`src/rtl/junction_sequencer.sv`:
```
`timescale 1ns/1ps
// Junction sequencer: debounces wheel encoders and sequences cross/turn/stop
// manoeuvres at a junction from tone-detect commands.
module junction_sequencer #(
  parameter int unsigned DEBOUNCE_CYCLES = 500,
  parameter int unsigned STRAIGHT_PULSES = 10,
  parameter int unsigned TURN_PULSES     = 20,
  parameter int unsigned BACK_PULSES     = 40,
  parameter int unsigned TIMEOUT_CYCLES  = 100_000_000
) (
  input  logic       clk,
  input  logic       rst_n,
  input  logic       td_en,
  input  logic [2:0] td_dir,
  input  logic       shaft_pulse_l,
  input  logic       shaft_pulse_r,
  output logic [3:0] cmd,
  output logic       busy,
  output logic       done,
  output logic       fault,
  output logic [7:0] cnt_l,
  output logic [7:0] cnt_r
);

  localparam int unsigned DB_W  = $clog2(DEBOUNCE_CYCLES + 1);
  localparam int unsigned TMO_W = $clog2(TIMEOUT_CYCLES + 1);

  localparam logic [2:0] DIR_STRAIGHT = 3'b000;
  localparam logic [2:0] DIR_LEFT     = 3'b001;
  localparam logic [2:0] DIR_BACK     = 3'b011;
  localparam logic [2:0] DIR_STOP     = 3'b100;

  localparam logic [3:0] CMD_NONE  = 4'b0000;
  localparam logic [3:0] CMD_LEFT  = 4'b0111;
  localparam logic [3:0] CMD_RIGHT = 4'b1011;
  localparam logic [3:0] CMD_STOP  = 4'b1100;

  typedef enum logic [2:0] {
    S_IDLE    = 3'd0,
    S_CROSS   = 3'd1,
    S_TURN    = 3'd2,
    S_STOPPED = 3'd3,
    S_FAULT   = 3'd4
  } state_e;

  state_e            state_q, state_d;
  logic [2:0]        dir_q, dir_d;
  logic [1:0]        sync1_q, sync1_d, sync2_q, sync2_d;
  logic [1:0]        filt_q, filt_d, rise_c;
  logic [DB_W-1:0]   db_cnt_q [2];
  logic [DB_W-1:0]   db_cnt_d [2];
  logic [TMO_W-1:0]  tmo_q, tmo_d;
  logic [7:0]        cnt_l_q, cnt_l_d, cnt_r_q, cnt_r_d;
  logic [3:0]        cmd_q, cmd_d;
  logic              busy_q, busy_d, done_q, done_d, fault_q, fault_d;
  logic [7:0]        outer_c, target_c;

  // Two-stage synchroniser and per-wheel debounce; rise_c flags a filtered 0->1.
  always_comb begin
    sync1_d = {shaft_pulse_r, shaft_pulse_l};
    sync2_d = sync1_q;
    filt_d  = filt_q;
    rise_c  = 2'b00;
    for (int i = 0; i < 2; i++) begin
      db_cnt_d[i] = '0;
      if (sync2_q[i] != filt_q[i]) begin
        if (db_cnt_q[i] == DB_W'(DEBOUNCE_CYCLES - 1)) begin
          filt_d[i] = sync2_q[i];
          rise_c[i] = sync2_q[i];
        end else begin
          db_cnt_d[i] = db_cnt_q[i] + DB_W'(1);
        end
      end
    end
  end

  // Outer wheel and pulse target for the pivot selected by the latched direction.
  always_comb begin
    outer_c  = (dir_q == DIR_LEFT) ? cnt_r_q : cnt_l_q;
    target_c = (dir_q == DIR_BACK) ? 8'(BACK_PULSES) : 8'(TURN_PULSES);
  end

  // Next state, saturating pulse counters, timeout and registered output values.
  always_comb begin
    state_d = state_q;
    dir_d   = dir_q;
    done_d  = 1'b0;
    cnt_l_d = (rise_c[0] && cnt_l_q != 8'hFF) ? cnt_l_q + 8'd1 : cnt_l_q;
    cnt_r_d = (rise_c[1] && cnt_r_q != 8'hFF) ? cnt_r_q + 8'd1 : cnt_r_q;
    tmo_d   = (state_q == S_CROSS || state_q == S_TURN) ? tmo_q + TMO_W'(1) : '0;

    case (state_q)
      S_IDLE: begin
        if (td_en) begin
          if (td_dir <= DIR_BACK) begin
            dir_d   = td_dir;
            state_d = S_CROSS;
          end else if (td_dir == DIR_STOP) begin
            state_d = S_STOPPED;
          end
        end
      end
      S_CROSS: begin
        if (cnt_l_q >= 8'(STRAIGHT_PULSES) && cnt_r_q >= 8'(STRAIGHT_PULSES)) begin
          if (dir_q == DIR_STRAIGHT) begin
            state_d = S_IDLE;
            done_d  = 1'b1;
          end else begin
            state_d = S_TURN;
          end
        end else if (tmo_q == TMO_W'(TIMEOUT_CYCLES - 1)) begin
          state_d = S_FAULT;
        end
      end
      S_TURN: begin
        if (outer_c >= target_c) begin
          state_d = S_IDLE;
          done_d  = 1'b1;
        end else if (tmo_q == TMO_W'(TIMEOUT_CYCLES - 1)) begin
          state_d = S_FAULT;
        end
      end
      S_STOPPED: begin
        if (td_en && td_dir <= DIR_BACK) begin
          dir_d   = td_dir;
          state_d = S_CROSS;
        end
      end
      S_FAULT: ;
      default: state_d = S_IDLE;
    endcase

    // Every state entry restarts pulse and timeout counting; an edge in that cycle is lost.
    if (state_d != state_q) begin
      cnt_l_d = '0;
      cnt_r_d = '0;
      tmo_d   = '0;
      if (state_d == S_STOPPED) done_d = 1'b1;
    end

    case (state_d)
      S_TURN:             cmd_d = (dir_d == DIR_LEFT) ? CMD_LEFT : CMD_RIGHT;
      S_STOPPED, S_FAULT: cmd_d = CMD_STOP;
      default:            cmd_d = CMD_NONE;
    endcase
    busy_d  = (state_d == S_CROSS) || (state_d == S_TURN) || (state_d == S_STOPPED);
    fault_d = (state_d == S_FAULT);
  end

  // State, datapath and output registers with synchronous active-low reset.
  always_ff @(posedge clk) begin
    if (!rst_n) begin
      state_q     <= S_IDLE;
      dir_q       <= '0;
      sync1_q     <= '0;
      sync2_q     <= '0;
      filt_q      <= '0;
      db_cnt_q[0] <= '0;
      db_cnt_q[1] <= '0;
      tmo_q       <= '0;
      cnt_l_q     <= '0;
      cnt_r_q     <= '0;
      cmd_q       <= CMD_NONE;
      busy_q      <= 1'b0;
      done_q      <= 1'b0;
      fault_q     <= 1'b0;
    end else begin
      state_q     <= state_d;
      dir_q       <= dir_d;
      sync1_q     <= sync1_d;
      sync2_q     <= sync2_d;
      filt_q      <= filt_d;
      db_cnt_q[0] <= db_cnt_d[0];
      db_cnt_q[1] <= db_cnt_d[1];
      tmo_q       <= tmo_d;
      cnt_l_q     <= cnt_l_d;
      cnt_r_q     <= cnt_r_d;
      cmd_q       <= cmd_d;
      busy_q      <= busy_d;
      done_q      <= done_d;
      fault_q     <= fault_d;
    end
  end

  assign cmd   = cmd_q;
  assign busy  = busy_q;
  assign done  = done_q;
  assign fault = fault_q;
  assign cnt_l = cnt_l_q;
  assign cnt_r = cnt_r_q;

endmodule

```
`config.mk`:
```
export PLATFORM = sky130hd
export DESIGN_NAME = junction_sequencer
export DESIGN_NICKNAME = d
export VERILOG_FILES = /design/src/rtl/junction_sequencer.sv
export SDC_FILE = /design/constraint.sdc
export NUM_CORES = 1
export LEC_CHECK = 0
export CORE_ASPECT_RATIO = 0.8
export CORE_UTILIZATION = 47
export DETAILED_ROUTE_END_ITERATION = 8
export PLACE_DENSITY = 0.67
export SLEW_MARGIN = 5
export SYNTH_ARGS = -nofsm -noshare
export SYNTH_HDL_FRONTEND = slang
export SYNTH_SLANG_ARGS = --single-unit
```
`constraint.sdc`:
```
create_clock -name clk -period 7.3 [get_ports clk]
set_input_delay 0.73 -clock clk [delete_from_list [all_inputs] [get_ports clk]]
set_output_delay 0.73 -clock clk [all_outputs]
set_load 0.01 [all_outputs]
```
==> reports/results.ini, run 1 <==
[pwr]
p_leak_nw = 1.586
peakVddDrop_v = 0.00009346
powerDensity_nw_per_um2 = 193.7
p_total_w = 0.0008345

[grt]
grt_use_met2_pct = 28.58
grt_pass1_vias = 2673
antenna_found_initial = 0
busiest_layer = met2
track_usage_pct = 19.30
grt_max_degree = 28
grt_pass1_wl_um = 12500
met3_usage_pct = 4.851
overflow = 0
grt_use_met1_pct = 27.44

[clock_network]
clkTransAtPathRegs_ns = 0.08
clock-sinks = 79
cts_resized = 0
clock_path_buffers = 2
cts_tree = yes
cts_root_buffer = clkbuf_8
clock_latency_ns = 0.35
cts_max_level = 3
postCtsSetupRepairBufs = 0
hold_buffers = 0
cts_made_buffers = 9

[die]
die-area_um2 = 8323
core_area_um2 = 7567
io_pins = 31
die_w_um = 101.8
fp-row-count = 28
start_util_pct = 49.44
die_h_um = 81.80

[critical_path]
worstSetupEndpointType = register
r2r_slack_ns = 2.96
r2r_cells = 9
critPathLaunchType = register
worst-path-max-fanout = 27
arrival_ns = 4.61
worst_ep_required_time_ns = 7.56
timing.rr.start = dir_q[0]
path_class = register to register
r2r_end = tmo_q[22]

[sta]
rsz0062_at_grt = false
finalSetupViolCount = 0
layout_setup_ws_ns = 2.956
finalHoldViolCount = 0
fin_crit_sh_pct = 59.51
tns_ns = 0
layout_min_cycle_time_ns = 4.344
finalClockSkew_ns = 0.008987
relSlewSlack_pct = 24.43
slew_violations = 0
fmax_ghz = 0.2302
tightest_slew_ns = 1.127

[route]
ant_nets = 0
wire_per_inst_um = 12.84
firstDrtPassIters = 4
totalWireLength_um = 7167
drcViolationCount = 0
viasPerCell = 5.312
vias = 2964
drtIter0Drc = 92

[logic_synthesis]
yosysTopAreaCell = dfxtp_1
syn_inst = 420
synth_top_area_share_pct = 42.27
avgSynthCellArea_um2 = 8.907
ys_types = 47
synthFlopType = dfxtp_1
yosys_register_bits = 79
synth_edf_count = 0
ys_seq_area_share_pct = 42.27
synth_nets = 439
ys_top_cells_by_count = dfxtp_1 (79), nor2_1 (78), xor2_1 (32)
async_flop_share_pct = 0
synth.most_common_cell = dfxtp_1
synth_area_um2 = 3741
synthTopCellsByArea = dfxtp_1 (42%), nor2_1 (7.8%), xor2_1 (7.5%)
ys_warn_count = 0

[cells_and_area]
drive_gt1_share_pct = 5.519
nets = 468
area_growth_pct = 15.18
antenna_cells = 0

[placement]
dp_hpwl_um = 5057
place_ws_ns = 2.879
port_buffers = 30
place_congestion = 0.7964

[job]
maxCapViolCount = 0

[min_path]
holdPathEnd = sync2_q[1]
hold_class = register to register
hold_depth = 1
min_from = sync1_q[1]

[status]
status = finished, final reports clean

-- report_power, final --
| group | switching [W] | internal (W) | total (W) |
|---|---|---|---|
| clock network | 0.000156 | 0.000201 | 0.000356 |
| logic | 0.0000229 | 0.0000161 | 0.0000390 |
| registers | 0.00000407 | 0.000435 | 0.000439 |
-- worst max-delay path by stage --
stage               startpoint         to  slack (ns)  depth (start not counted)
floorplan             dir_q[0]  tmo_q[13]        4.13                         11
global route          dir_q[0]   tmo_q[1]        2.45                          9
finish                dir_q[0]  tmo_q[22]        2.96                          9
detailed placement    dir_q[0]  tmo_q[22]        2.88                          9
CTS                   dir_q[0]  tmo_q[22]        2.87                          9
global placement      dir_q[0]   tmo_q[2]        3.12                          9
-- flip-flops by register name (all words and copies together) (netlist names) --
register,cells
cnt_r,8
sync1_q,2
db_cnt_q,18
done,1
state_q,3
cnt_l,8
sync2_q,2
tmo_q,27
fault,1
cmd,3
filt_q,2
dir_q,3
busy,1
-- stage by stage --
| step | instances | cell area (µm²) | utilization (%) | hold WS, ns |
|---|---|---|---|---|
| global placement | 543 | 4090 | 54.05 | 0.4145 |
| global route | 558 | 4309 | 56.94 | 0.4653 |
| CTS | 558 | 4309 | 56.94 | 0.4403 |
| detailed placement | 543 | 4090 | 54.05 | 0.4191 |
| floorplan | 420 | 3741 | - | 0.4119 |
| finish | 558 | 4309 | 56.94 | 0.4385 |
-- cells in the final DEF (no fill, tap or decap), types with 2 or more instances in the layout --
cell type / count
dfxtp_1: 79
and2_1: 10
clkdlybuf4s50_1: 30
o31ai_1: 2
nand4_1: 17
nor2b_1: 7
nand3b_1: 3
nand3_1: 25
a21boi_0: 2
xnor2_1: 21
a211oi_1: 4
mux2i_1: 7
nand2b_1: 6
xor2_1: 32
nor4_1: 5
nor2_1: 78
o211ai_1: 4
ha_1: 11
o21ai_0: 5
a32oi_1: 2
and3_1: 17
or4_1: 2
and4_1: 4
or3_1: 3
bufinv_16: 2
clkbuf_8: 10
nand2_1: 20
inv_1: 14
mux2_2: 5
nor3_1: 3
a21oi_1: 3
nor3b_1: 3
-- critical path, stage by stage, from the launching register on --
cell and delay [ns]:
dfxtp_1 0.36, nor3b_2 0.56, mux2_2 0.41, ha_1 0.34, and4_1 0.21, a2111oi_1 0.53, o211ai_1 0.23, a311oi_2 0.34
nand4bb_1 0.92, nor2_1 0.36
-- per-layer routing --
layer | wire [µm] | vias up | part of all wire (%)
li1 | - | 1505 | -
met1 | 3772 | 1393 | 53
met2 | 3030 | 57 | 42
met3 | 292 | 9 | 4.1
met4 | 72 | 0 | 1.0
met5 | 0 | - | 0
-- kinds of logic after synthesis --
family	share of synthesized area [%]
compound gates	5.986
xor+xnor	12.41
fa+ha+maj	3.679
buf+inv	3.612
flops	42.27
mux	3.378
simple gates	28.66
-- area by class of cell --
type	count	area (µm²)
clock inverter	5	81.33
fill	720	3258
clock buffer	10	137.6
tap	105	131.4
inverter	14	52.55
sequential	79	1582
multi-input combinational	315	2024
timing repair buffer	30	300.3
(Power assumes the default switching activity.)
==> inputs of run 2 (changes only) <==
==> constraint.sdc (replaced) <==
create_clock -name clk -period 4.2 [get_ports clk]
set_input_delay 0.42 -clock clk [delete_from_list [all_inputs] [get_ports clk]]
set_output_delay 0.42 -clock clk [all_outputs]
set_load 0.01 [all_outputs]
==> run 2 against run 1 <==
Compared with the run above: non-clock buffer count up 1; final cell count rose by 0.36%; worst hold slack gained 0.0027 ns; global-route usage hardly changed; largest cell class unchanged; first-iteration DRC count up 12%; core utilization increased by 0.45 points; setup slack worse by 2.6 ns; sequential cell count unchanged; count of clock-buffer cells in the layout stayed put; highest routed layer unchanged; routed wire length is 2.2% higher; sequential power up 74%; critical endpoint is now cnt_l[1].
==> reports/results.ini, run 2 (synthesis gave the netlist of run 1 again) <==
[status]
status = finished, final reports clean

[cells_and_area]
largest_register_ff_count = 27
max_flop_register = tmo_q
post-route-util_pct = 57.39
reg_top3 = tmo_q (27), db_cnt_q (18)
final_common_cell = dfxtp_1
finalInstanceArea_um2 = 4343
drive_gt1_share_pct = 5.714
area_growth_pct = 16.09
layout_common_cells = dfxtp_1 (79), nor2_1 (78), xor2_1 (32), clkdlybuf4s50_1 (30), nand3_1 (25)
antenna_cells = 0
fillers = 714
nets = 469

[critical_path]
path_cells = nor3b_2, mux2_2, ha_1, and4_1, a2111oi_1, o211ai_1, a311oi_2, nand4b_2, a211oi_1
critPathLaunchType = register
worst-path-max-fanout = 16
arrival_ns = 4.10
setup.worst_path.start = dir_q[0]
max_stage_delay_ns = 0.55
worstPathBufferInverterCount = 0
worstSetupEndpointType = register
cpMaxStageDelayCell = a2111oi_1
path_class = register to register
crit_family = compound AO/OA/AOI/OAI gates
worst_ep_required_time_ns = 4.46
timing.rr.start = dir_q[0]

[min_path]
hold_class = register to register
min_from = sync1_q[1]

[sta]
slew_violations = 0
fin_crit_sh_pct = 91.47
layout_min_cycle_time_ns = 3.842
rsz0062_at_grt = false
fmax_ghz = 0.2603
tightest_slew_ns = 1.037
finalSetupViolCount = 0
finalClockSkew_ns = 0.01447
finalHoldViolCount = 0
tns_ns = 0
relSlewSlack_pct = 30.37

[clock_network]
cts_resized = 0
clkTransAtPathRegs_ns = 0.08
clock_latency_ns = 0.35
cts_made_buffers = 9
clock-sinks = 79
cts_max_level = 3
cts_root_buffer = clkbuf_8
clock_path_buffers = 2
cts_tree = yes
postCtsSetupRepairBufs = 0
hold_buffers = 0

[job]
maxCapViolCount = 0

[die]
die-area_um2 = 8323
fp-row-count = 28
die_w_um = 101.8
start_util_pct = 49.44
die_h_um = 81.80
core_area_um2 = 7567
io_pins = 31

[route]
totalWireLength_um = 7326
vias = 2940
drcViolationCount = 0
firstDrtPassIters = 4
wire_per_inst_um = 13.08
ant_nets = 0
drtIter0Drc = 103
viasPerCell = 5.250

[grt]
grt_pass1_vias = 2699
overflow = 0
antenna_found_initial = 0
grt_max_degree = 28
grt_pass1_wl_um = 12450
track_usage_pct = 19.27

[pwr]
peakVddDrop_v = 0.0001804
powerDensity_nw_per_um2 = 350.7
p_leak_nw = 1.600

[placement]
port_buffers = 30
place_congestion = 0.7662
dp_hpwl_um = 5087
dpl_cell_area_um2 = 4098

[run 2: where the power goes]
| group | internal, W | total (W) | switching (W) |
|---|---|---|---|
| Sequential | 0.000756 | 0.000763 | 0.00000685 |
| Combinational | 0.0000289 | 0.0000703 | 0.0000414 |
| Clock | 0.000400 | 0.000690 | 0.000290 |
[run 2: per-layer routing]
| metal | vias to the layer above | share of wire, % | GRT usage, % |
|---|---|---|---|
| met4 | 0 | 1.1 | 6.522 |
| met1 | 1373 | 54 | 26.69 |
| li1 | 1512 | - | - |
| met5 | - | 0 | 0 |
| met2 | 46 | 41 | 29.26 |
| met3 | 9 | 3.9 | 4.681 |
[run 2: worst paths after layout]
check | to | slack (ns) | cells after the start
min | sync2_q[1] | 0.44 | 1
max reg2reg | cnt_l[1] | 0.36 | 9
max | cnt_l[1] | 0.36 | 9
min reg2reg | sync2_q[1] | 0.44 | 1
[run 2: layout make-up]
cell class	count	area [µm²]	area share, %
inverters	14	52.55	1.210
clock inverters	6	117.6	2.708
repair buffers	31	307.8	7.087
flip-flops and latches	79	1582	36.42
well taps	105	131.4	3.025
multi-input cells	315	2024	46.61
clock buffers	10	127.6	2.939
[run 2: worst register-to-register path: stages (launching register included)]
cell       delay (ns)
dfxtp_1          0.37
nor3b_2          0.51
mux2_2           0.41
ha_1             0.34
and4_1           0.21
a2111oi_1        0.55
o211ai_1         0.22
a311oi_2         0.34
nand4b_2         0.44
a211oi_1         0.35
[run 2: per-stage QoR]
stage	cells	setup WS, ns	total power (W)	hold WS (ns)
after detailed placement	544	0.4016	0.0008499	0.4196
after global placement	544	0.5507	0.0008491	0.4145
after floorplan	420	1.026	0.0008308	0.4119
final	560	0.3581	0.001523	0.4412
after global routing	560	0.01205	0.001578	0.4514
after CTS	560	0.3475	0.001541	0.4442
==> inputs of run 3 (changes only) <==
--- a/config.mk
+++ b/config.mk
@@ -8,6 +8,7 @@
 export CORE_ASPECT_RATIO = 0.8
 export CORE_UTILIZATION = 47
 export DETAILED_ROUTE_END_ITERATION = 8
+export GPL_TIMING_DRIVEN = 0
 export PLACE_DENSITY = 0.67
 export SLEW_MARGIN = 5
 export SYNTH_ARGS = -nofsm -noshare
==> run 3 against run 2 <==
Compared with the run above: sequential share of layout area grew 0.24 points; final cell count grew 1.4%; register-to-register slack gained 0.07 ns; setup slack gained 0.069 ns; highest routed layer unchanged; clock power shrank 31%; first-iteration DRC count shrank 18%; non-clock buffer count grew 10; core utilization shrank 0.38 points; via count shrank 2.0%; combinational power grew 13%; sequential cell count is the same; global-route usage shrank 0.19 points.
==> reports/results.ini, run 3 (synthesis gave the netlist of run 1 again) <==
[critical_path]
worstSetupEndpointType = register
critPathLaunchType = register
r2r_cells = 10
cpMaxStageDelayCell = nor3b_2
setup.worst_path.start = dir_q[0]
worstPathBufferInverterCount = 1
r2r_end = cnt_l[4]
timing.rr.start = dir_q[0]
crit_family = simple AND/OR/NAND/NOR gates
r2r_slack_ns = 0.43
path_class = register to register
path_cells = nor3b_2, mux2_2, ha_1, and4_1, a2111oi_1, o211ai_1, a311oi_2, nand4b_2, buf_4, nor2_1
cp.depth = 10
worst_ep_required_time_ns = 4.49
max_stage_delay_ns = 0.55
arrival_ns = 4.06
worst-path-max-fanout = 10
endpoint = cnt_l[4]

[sta]
tns_ns = 0
finalSetupViolCount = 0
fmax_ghz = 0.2651
layout_setup_ws_ns = 0.4273
tightest_slew_ns = 1.014
finalHoldViolCount = 0
rsz0062_at_grt = false
slew_violations = 0
relSlewSlack_pct = 31.96
fin_crit_sh_pct = 89.83
finalClockSkew_ns = 0.006300
layout_min_cycle_time_ns = 3.773
whs_ns = 0.4380

[placement]
place_ws_ns = 0.4166
dp.cells = 554
dp_hpwl_um = 5179
port_buffers = 29
place_congestion = 0.8042

[clock_network]
cts_made_buffers = 9
clock_path_buffers = 2
hold_buffers = 0
clkTransAtPathRegs_ns = 0.08
postCtsSetupRepairBufs = 0
cts_tree = yes
clock-sinks = 79
cts_resized = 0
cts_root_buffer = clkbuf_8
clock_latency_ns = 0.35
cts_max_level = 3

[route]
drtIter0Drc = 84
maxUsedRoutingLayer = met4
firstDrtPassIters = 4
totalWireLength_um = 7230
viasPerCell = 5.072
drt-met1-wl_um = 3888
ant_nets = 0
wl_met3_um = 339
vias = 2881
wl_met2_um = 2928
drcViolationCount = 0
wire_per_inst_um = 12.73

[min_path]
min_from = sync1_q[1]
hold_class = register to register

[grt]
grt_pass1_wl_um = 12070
overflow = 0
antenna_found_initial = 0
grt_max_degree = 13
track_usage_pct = 19.08
grt_pass1_vias = 2614

[cells_and_area]
nets = 479
final_common_cell = dfxtp_1
largest_register_ff_count = 27
max_flop_register = tmo_q
drive_gt1_share_pct = 6.263
reg_top3 = tmo_q (27), db_cnt_q (18)
stdcell_count = 568
area_growth_pct = 15.32
antenna_cells = 0
layout_common_cells = dfxtp_1 (79), nor2_1 (78), xor2_1 (32), clkdlybuf4s50_1 (29), nand3_1 (25)

[job]
maxCapViolCount = 0

[die]
core_area_um2 = 7567
start_util_pct = 49.44
die_w_um = 101.8
fp-row-count = 28
io_pins = 31
die-area_um2 = 8323
die_h_um = 81.80

[pwr]
powerDensity_nw_per_um2 = 304.7
peakVddDrop_v = 0.0001827
p_total_w = 0.001314
p_leak_nw = 1.593

[status]
status = finished, final reports clean

## run 3: cell count changes in the layout (fill, tap and decap cells not counted)
cell	change
buf_4	+1
inv_8	-1
buf_6	+1
buf_8	+2
clkinv_4	-1
clkinv_2	+4
clkdlybuf4s50_1	-1
clkbuf_1	+6
bufinv_16	-3
## run 3: worst min path at each step
stage,endpoint,slack [ns],cells past startpoint
final,sync2_q[1],0.44,1
after global routing,sync2_q[1],0.46,1
after CTS,sync2_q[1],0.44,1
after detailed placement,sync2_q[1],0.42,1
after global placement,sync2_q[1],0.41,1
after floorplan,sync2_q[0],0.41,1
## run 3: metrics by stage
stage,utilization (%),area (µm²)
2_1_floorplan,-,3741
3_3_place_gp,55.01,4163
3_5_place_dp,55.01,4163
4_1_cts,57.01,4314
5_1_grt,57.01,4314
6_report,57.01,4314
## run 3: area by class of cell
| class | instances | area, µm² |
|---|---|---|
| clock buffer | 9 | 123.9 |
| multi-input combinational | 315 | 2024 |
| buffer | 12 | 82.58 |
| clock inverter | 5 | 27.53 |
| inverter | 14 | 52.55 |
| sequential | 79 | 1582 |
| tap | 105 | 131.4 |
| timing repair buffer | 29 | 290.3 |
| fill | 726 | 3253 |
## run 3: worst reg2reg max path: cells and delay by family (launching register included)
| family | cells | cell delay [ns] |
|---|---|---|
| muxes | 1 | 0.41 |
| DFF | 1 | 0.37 |
| adders and majority gates | 1 | 0.35 |
| buffers and inverters | 1 | 0.28 |
| and+or+nand+nor | 4 | 1.18 |
| AOI/OAI and AO/OA | 3 | 1.14 |
## run 3: routing by layer
metal | global-route usage [%] | up-vias
met3 | 6.809 | 6
met5 | 0 | -
met2 | 27.84 | 48
li1 | - | 1526
met4 | 5.507 | 0
met1 | 26.33 | 1301
## run 3: report_power, final
part / internal, W / switching (W)
sequential: 0.000756 / 0.00000393
combinational: 0.0000346 / 0.0000451
clock: 0.000204 / 0.000271
total: 0.000994 / 0.000320
